`config.mk`:
```
export PLATFORM = sky130hd
export DESIGN_NAME = pipe_ctrl_hazard
export DESIGN_NICKNAME = d
export VERILOG_FILES = /design/src/rtl/pipe_ctrl_hazard.sv
export SDC_FILE = /design/constraint.sdc
export NUM_CORES = 1
export LEC_CHECK = 0
export BUFFER_PORTS_ARGS = -buffer_cell sky130_fd_sc_hd__buf_2
export CELL_PAD_IN_SITES_DETAIL_PLACEMENT = 1
export CELL_PAD_IN_SITES_GLOBAL_PLACEMENT = 1
export CORE_MARGIN = 8
export CORE_UTILIZATION = 27
export CTS_CLUSTER_DIAMETER = 80
export CTS_CLUSTER_SIZE = 25
export DETAILED_ROUTE_END_ITERATION = 12
export GPL_ROUTABILITY_DRIVEN = 0
export GPL_TIMING_DRIVEN = 0
export PLACE_DENSITY = 0.86
export SYNTH_ARGS = -nofsm -noshare
export SYNTH_HDL_FRONTEND = slang
export SYNTH_SLANG_ARGS = --single-unit
```
`constraint.sdc`:
```
create_clock -name clk -period 3.1 [get_ports clk]
set_input_delay 0.155 -clock clk [delete_from_list [all_inputs] [get_ports clk]]
set_output_delay 0.155 -clock clk [all_outputs]
set_load 0.05 [all_outputs]
```
`src/rtl/pipe_ctrl_hazard.sv`:
```
// Control and hazard unit for a 5-stage RV32I pipeline: instruction decode, E/M/W
// control registers, branch resolution, and stall/flush/forwarding selects.
module pipe_ctrl_hazard #(
  parameter bit FWD_EN   = 1'b1,
  parameter bit ZERO_CHK = 1'b1
) (
  input  logic        clk,
  input  logic        reset,
  input  logic [31:0] InstrD,
  input  logic        ZeroE,
  input  logic [4:0]  Rs1D,
  input  logic [4:0]  Rs2D,
  input  logic [4:0]  Rs1E,
  input  logic [4:0]  Rs2E,
  input  logic [4:0]  RdE,
  input  logic [4:0]  RdM,
  input  logic [4:0]  RdW,
  output logic [1:0]  ImmSrcD,
  output logic        ALUSrcE,
  output logic [2:0]  ALUControlE,
  output logic        MemWriteM,
  output logic        RegWriteW,
  output logic [1:0]  ResultSrcW,
  output logic        PCSrcE,
  output logic        StallF,
  output logic        StallD,
  output logic        FlushD,
  output logic        FlushE,
  output logic [1:0]  ForwardAE,
  output logic [1:0]  ForwardBE
);
  localparam logic [6:0] OP_LW  = 7'b0000011;
  localparam logic [6:0] OP_SW  = 7'b0100011;
  localparam logic [6:0] OP_R   = 7'b0110011;
  localparam logic [6:0] OP_I   = 7'b0010011;
  localparam logic [6:0] OP_BEQ = 7'b1100011;
  localparam logic [6:0] OP_JAL = 7'b1101111;

  typedef struct packed {
    logic       regWrite;
    logic [1:0] resultSrc;
    logic       memWrite;
    logic       jump;
    logic       branch;
    logic       aluSrc;
    logic [2:0] aluControl;
  } ctrl_t;

  logic [6:0] opD;
  logic [2:0] funct3D;
  logic       funct7b5D;
  logic [1:0] aluOpD;
  ctrl_t      ctrlD;
  ctrl_t      ctrlE;
  logic       regWriteM;
  logic [1:0] resultSrcM;
  logic       stall;
  logic       unusedInstrBits;

  assign opD             = InstrD[6:0];
  assign funct3D         = InstrD[14:12];
  assign funct7b5D       = InstrD[30];
  assign unusedInstrBits = ^{InstrD[31], InstrD[29:15], InstrD[11:7]};

  // NOTE: every signal written here gets a default first, so no path can infer a latch.
  always_comb begin
    ctrlD   = '0;
    ImmSrcD = 2'b00;
    aluOpD  = 2'b00;
    case (opD)
      OP_LW:  begin ctrlD.regWrite = 1'b1; ctrlD.resultSrc = 2'b01; ctrlD.aluSrc = 1'b1; end
      OP_SW:  begin ctrlD.memWrite = 1'b1; ctrlD.aluSrc = 1'b1; ImmSrcD = 2'b01; end
      OP_R:   begin ctrlD.regWrite = 1'b1; aluOpD = 2'b10; end
      OP_I:   begin ctrlD.regWrite = 1'b1; ctrlD.aluSrc = 1'b1; aluOpD = 2'b10; end
      OP_BEQ: begin ctrlD.branch = 1'b1; ImmSrcD = 2'b10; aluOpD = 2'b01; end
      OP_JAL: begin ctrlD.regWrite = 1'b1; ctrlD.resultSrc = 2'b10; ctrlD.jump = 1'b1; ImmSrcD = 2'b11; end
      default: ;
    endcase
    case (aluOpD)
      2'b01: ctrlD.aluControl = 3'b001;
      2'b10: begin
        case (funct3D)
          3'b000:  ctrlD.aluControl = (opD == OP_R && funct7b5D) ? 3'b001 : 3'b000;
          3'b010:  ctrlD.aluControl = 3'b101;
          3'b110:  ctrlD.aluControl = 3'b011;
          3'b111:  ctrlD.aluControl = 3'b010;
          default: ctrlD.aluControl = 3'b000;
        endcase
      end
      default: ctrlD.aluControl = 3'b000;
    endcase
  end

  function automatic logic regHit(input logic [4:0] rs, input logic [4:0] rd, input logic wr);
    return wr && (rs == rd) && (!ZERO_CHK || (rs != 5'd0));
  endfunction

  always_comb begin
    ForwardAE = 2'b00;
    ForwardBE = 2'b00;
    if (FWD_EN) begin
      if (regHit(Rs1E, RdM, regWriteM))      ForwardAE = 2'b10;
      else if (regHit(Rs1E, RdW, RegWriteW)) ForwardAE = 2'b01;
      if (regHit(Rs2E, RdM, regWriteM))      ForwardBE = 2'b10;
      else if (regHit(Rs2E, RdW, RegWriteW)) ForwardBE = 2'b01;
    end
  end

  // Without bypassing, W needs no check because the regfile writes on the falling edge.
  always_comb begin
    if (FWD_EN)
      stall = (ctrlE.resultSrc == 2'b01) && ((Rs1D == RdE) || (Rs2D == RdE)) &&
              ((RdE != 5'd0) || !ZERO_CHK);
    else
      stall = regHit(Rs1D, RdE, ctrlE.regWrite) || regHit(Rs2D, RdE, ctrlE.regWrite) ||
              regHit(Rs1D, RdM, regWriteM)      || regHit(Rs2D, RdM, regWriteM);
  end

  assign PCSrcE      = (ctrlE.branch & ZeroE) | ctrlE.jump;
  assign StallF      = stall;
  assign StallD      = stall;
  assign FlushD      = PCSrcE;
  assign FlushE      = PCSrcE | stall;
  assign ALUSrcE     = ctrlE.aluSrc;
  assign ALUControlE = ctrlE.aluControl;

  // NOTE: state uses non-blocking assignments so every register loads its pre-edge input.
  always_ff @(posedge clk) begin
    if (reset) begin
      ctrlE      <= '0;
      regWriteM  <= 1'b0;
      resultSrcM <= 2'b00;
      MemWriteM  <= 1'b0;
      RegWriteW  <= 1'b0;
      ResultSrcW <= 2'b00;
    end else begin
      if (FlushE) ctrlE <= '0;
      else        ctrlE <= ctrlD;
      regWriteM  <= ctrlE.regWrite;
      resultSrcM <= ctrlE.resultSrc;
      MemWriteM  <= ctrlE.memWrite;
      RegWriteW  <= regWriteM;
      ResultSrcW <= resultSrcM;
    end
  end
endmodule
```
; ---- Word level (Yosys, flattened, before mapping)
; Cells that the tools add are included.
[word_totals]
ff_bits = 17
inputBits = 70
output_inout_bits = 19
elab_cells = 68
[op_classes]
n_eq_ne = 18
n_mux = 15
n_bitwise = 3
n_reduce_logical = 20
[op_table]
columns = cell, count
row1 = == test 5 bit, 6
row2 = nonzero test 5 bit, 3
row3 = == test 7 x 6 -> 1 bit (second input constant), 2
row4 = == test 7 bit (second input constant), 2
row5 = case mux 3 bit (4 select lines), 1
row6 = logical AND 1 bit, 11
row7 = two-way mux 1 bit, 8
row8 = case mux 2 bit (2 select lines), 2
row9 = == test 7 x 2 -> 1 bit (second input constant), 1
row10 = == test 7 x 5 -> 1 bit (second input constant), 1
row11 = == test 3 bit (second input constant), 2
row12 = case mux 2 bit (3 select lines), 1
row13 = case mux 3 bit (2 select lines), 1
row14 = == test 2 x 1 -> 1 bit (second input constant), 2
row15 = two-way mux 2 bit, 2
row16 = OR reduction 2 bit, 2
row17 = OR reduction 4 bit, 1
row18 = == test 3 x 2 -> 1 bit (second input constant), 1
row19 = logical NOT 3 bit, 1
row20 = OR reduction 3 bit, 1
row21 = == test 2 bit (second input constant), 1
row22 = bitwise OR 1 bit, 2
row23 = AND 1 bit, 1
row24 = logical OR 1 bit, 1

; ---- Logic depth before layout (Yosys ltp)
[logic_depth]
depth_word = 6
mapped_depth = 7
ltp_nobuf = 7

; ---- Worst setup path after synthesis
; No wires, ideal clock.
[synth_path]
kind = in2out
from = input Rs1E[1]
to = output ForwardAE[0]
arrival_time_ns = 2.629
required_ns = 2.945
path_slack_ns = 0.316
cell_stages = 4
path_buffers = 0
cell_sequence = or4_1 nor2_1 nor4_1 nor4_1
[synth_via]
elab_chain_cells = 5
elab_cells_between_ends = 9
classes_between = 2 x eq/ne / 2 x mux / 5 x reduce/logical
[synth_lines]
columns = item, line
row1 = start: declaration, 13  ; input logic [4:0] Rs1E,
row2 = == test 5 bit, 95  ; return wr && (rs == rd) && (!ZERO_CHK || (rs != 5'd0));
row3 = logical AND 1 bit (2 in a row), 95
row4 = two-way mux 1 bit, 103  ; else if (regHit(Rs1E, RdW, RegWriteW)) ForwardAE = 2'b01;
row5 = two-way mux 2 bit *, 102  ; if (regHit(Rs1E, RdM, regWriteM)) ForwardAE = 2'b10;
row6 = end: declaration, 29  ; output logic [1:0] ForwardAE,
; Every way passes the cells marked *; elsewhere a longest branch is shown, timed or not.

; ---- Worst setup path after layout
[layout_path]
from = input Rs2E[1]
to = output ForwardBE[0]
[layout_via]
elab_chain_cells = 5
elab_cells_between_ends = 9
classes_between = 2 x eq/ne / 2 x mux / 5 x reduce/logical
[layout_lines]
columns = item, line
row1 = start: declaration, 14  ; input logic [4:0] Rs2E,
row2 = == test 5 bit, 95
row3 = logical AND 1 bit (2 in a row), 95
row4 = two-way mux 1 bit, 105  ; else if (regHit(Rs2E, RdW, RegWriteW)) ForwardBE = 2'b01;
row5 = two-way mux 2 bit *, 104  ; if (regHit(Rs2E, RdM, regWriteM)) ForwardBE = 2'b10;
row6 = end: declaration, 30  ; output logic [1:0] ForwardBE
; Marks and branches as above.

==> run_results.csv <==
group,metric,value,unit
clock_tree,clock_path_buffers,2,
setup_path,r2r_setup_slack,2.00,ns
drt,ant_nets,0,
clock_tree,cts_setup_buffers,0,
clock_tree,path_clk_slew,0.05,ns
sta,rsz0062_at_grt,"false",
global_route,antenna_found_initial,0,
global_route,grt_max_degree,10,
floorplan,core,0.00369,mm2
drt,drc,0,
finish,antennaDiodeCount,0,
floorplan,row_count,22,
drt,wl,3210,um
finish,finish.utilization,40.1,%
synth,yosys_warnings,0,
setup_path,end_kind,"output pin",
synth,ys_ff_latch,16,
clock_tree,htreeDepth,1,
finish,area_growth,41.9,%
synth,yosys-top-cells-count,"16 x dfxtp_1, 16 x xnor2_1, 14 x xor2_1",
drt,drtIter0Drc,22,
setup_path,start_kind,"input pin",
floorplan,dieArea,0.00610,mm2
sta,worst_slew_pin_slew,0.461,ns
placed_design,port_buffers,67,
sta,finalCritPeriodShare,60.1,%
clock_tree,cts_buffers,3,
drt,wire_per_inst,13.4,um
clock_tree,cts_root_buffer,"clkbuf_8",
pwr,worst_ir_drop_vdd,0.000129,V
floorplan,die_y,78.1,um
sta,worst_slew_margin_rel,69.0,%
setup_path,cp_max_fo,3,
global_route,grt_pass1_wl,5270,um
clock_tree,holdBufCountCts,0,
global_route,grt_pass1_vias,1177,
floorplan,io_pins,89,
sta,hold_ws,0.148,ns
worst_hold_path,holdPathStages,2,
finish,layout-drive-gt1-share,42.4,%
synth,seq_area_frac_synth,30.7,%
finish,nNetsFinal,265,
floorplan,dieWidth,78.1,um
drt,via_per_inst,4.50,
sta,fin_setup_tns,0,ns
synth,netlist_area,0.00104,mm2
sta,finalMaxSlewViolations,0,
sta,skew,0.00472,ns
worst_hold_path,whs_endpoint,"ctrlE[7]",
sta,setup_viol,0,
synth,synth_top_area_cell,"dfxtp_1",
sta,period_minus_slack,1.86,ns
synth,syn-num-nets,193,
drt,first_pass_iters,4,
synth,synth_cells,121,
status,status,"finished, final reports clean",
setup_path,r2r-start,"ctrlE[7]",
synth,synthTopCellsByArea,"dfxtp_1 31%, xnor2_1 13%, xor2_1 12%",
setup_path,crit_type,"input pin to output pin",
synth,synthDominantCellAreaShare,30.7,%
clock_tree,cts_resized,0,
floorplan,start_util,28.3,%
drt,via_count,1076,
sta,fmax,0.537,GHz
worst_hold_path,holdCritStartpoint,"InstrD[5]",
run,max_cap_viol_count,0,
global_route,gr-usage-all-layers,10.4,%
synth,synthArstFlopShare,0,%
clock_tree,cts_tree,"built",
setup_path,startpoint,"Rs2E[1]",
setup_path,rr_endpoint,"ALUControlE[0]",
setup_path,ff2ff_path_depth,4,
synth,ys_types,27,
placed_design,dp_hpwl,2920,um
sta,finalHoldViolations,0,
clock_tree,insertion_delay,0.24,ns
synth,synthFlopType,"dfxtp_1",
clock_tree,cts.sink_count,16,
global_route,grt_overflow,0,
synth,avgSynthCellArea,8.61,um2
setup_path,worstPathArrival,1.71,ns
worst_hold_path,hp-class,"input pin to register",
setup_path,cp_data_required_time,2.94,ns
pwr,p_leak,0.695,nW
synth,synth-edff-count,0,
pwr,pwr_density_cell,308,mW/mm2
## critical path, cell delays in order
cell,delay (ns)
buf_2,0.12
or4_1,0.51
nor2_1,0.18
nor4_1,0.12
nor4_1,0.30
buf_2,0.33
## cell families (layout without fill, tap and decap cells)
family / after synthesis / after routing / share of synthesized area [%]
AO/OA/AOI/OAI: 10 / 10 / 8.17
buffers and inverters: 9 / 79 / 5.04
AND/OR/NAND/NOR: 54 / 54 / 28.4
XOR/XNOR: 30 / 30 / 25.2
adder cells (fa/ha/maj): 2 / 2 / 2.40
flip-flops: 16 / 16 / 30.7
## how the worst max path moves through the flow
stage                   end
4_1_cts        ForwardBE[0]
2_1_floorplan  ForwardAE[0]
3_5_place_dp   ForwardBE[0]
5_1_grt        ForwardBE[0]
6_report       ForwardBE[0]
3_3_place_gp   ForwardBE[0]
## state kept, by name, indices dropped and copies added, names as in the netlist
name / cells
RegWriteW: 1
ALUSrcE: 1
ResultSrcW: 2
resultSrcM: 2
regWriteM: 1
ctrlE: 5
ALUControlE: 3
MemWriteM: 1
## cell usage in the layout, fill, tap and decap left out, types with 2 or more instances in the layout
master	Yosys	layout
inv_1	4	4
nor2b_1	9	9
nor3_1	7	7
buf_4	5	5
buf_2	0	67
nand4_1	5	5
nor4_1	5	5
dfxtp_1	16	16
nand2_1	6	6
or2_2	2	2
ha_1	2	2
xor2_1	14	14
or4_1	2	2
a21oi_1	2	2
xnor2_1	16	16
nor2_1	11	11
clkbuf_8	0	3
o21ai_4	2	2
nand3_1	3	3
## area by class of cell
cell class	instances	area, um2
Buffer	5	37.5
Clock buffer	3	41.3
Fill cell	474	2210
Inverter	4	15.0
Multi-Input combinational cell	96	669
Sequential cell	16	320
Tap cell	48	60.1
Timing Repair Buffer	67	335
## power by group
part / switching [mW] / leakage [nW] / internal (mW)
sequential: 0.000244 / 0.129 / 0.206
combinational: 0.0535 / 0.545 / 0.0510
clock: 0.0589 / 0.0216 / 0.0857
## per-stage QoR
step                      setup WS [ns]  instances  area [um2]  power, mW
after floorplan                   0.316        121        1040      0.260
after global placement             1.38        236        1440      0.312
after detailed placement           1.26        236        1440      0.316
after CTS                          1.26        239        1480      0.462
after global routing               1.14        239        1480      0.485
final                              1.24        239        1480      0.456
## per-layer routing
metal  vias to the layer above  wire [um]  share of wire, %  global-route usage (%)
li1                        555          -                 -                       -
met1                       482       1260                39                    10.7
met2                        35       1710                53                    19.5
met3                         4        187               5.8                    2.28
met4                         0         56               1.7                    4.44
met5                         -          0                 0                       0
No activity file was read; power rests on OpenSTA's default activity.
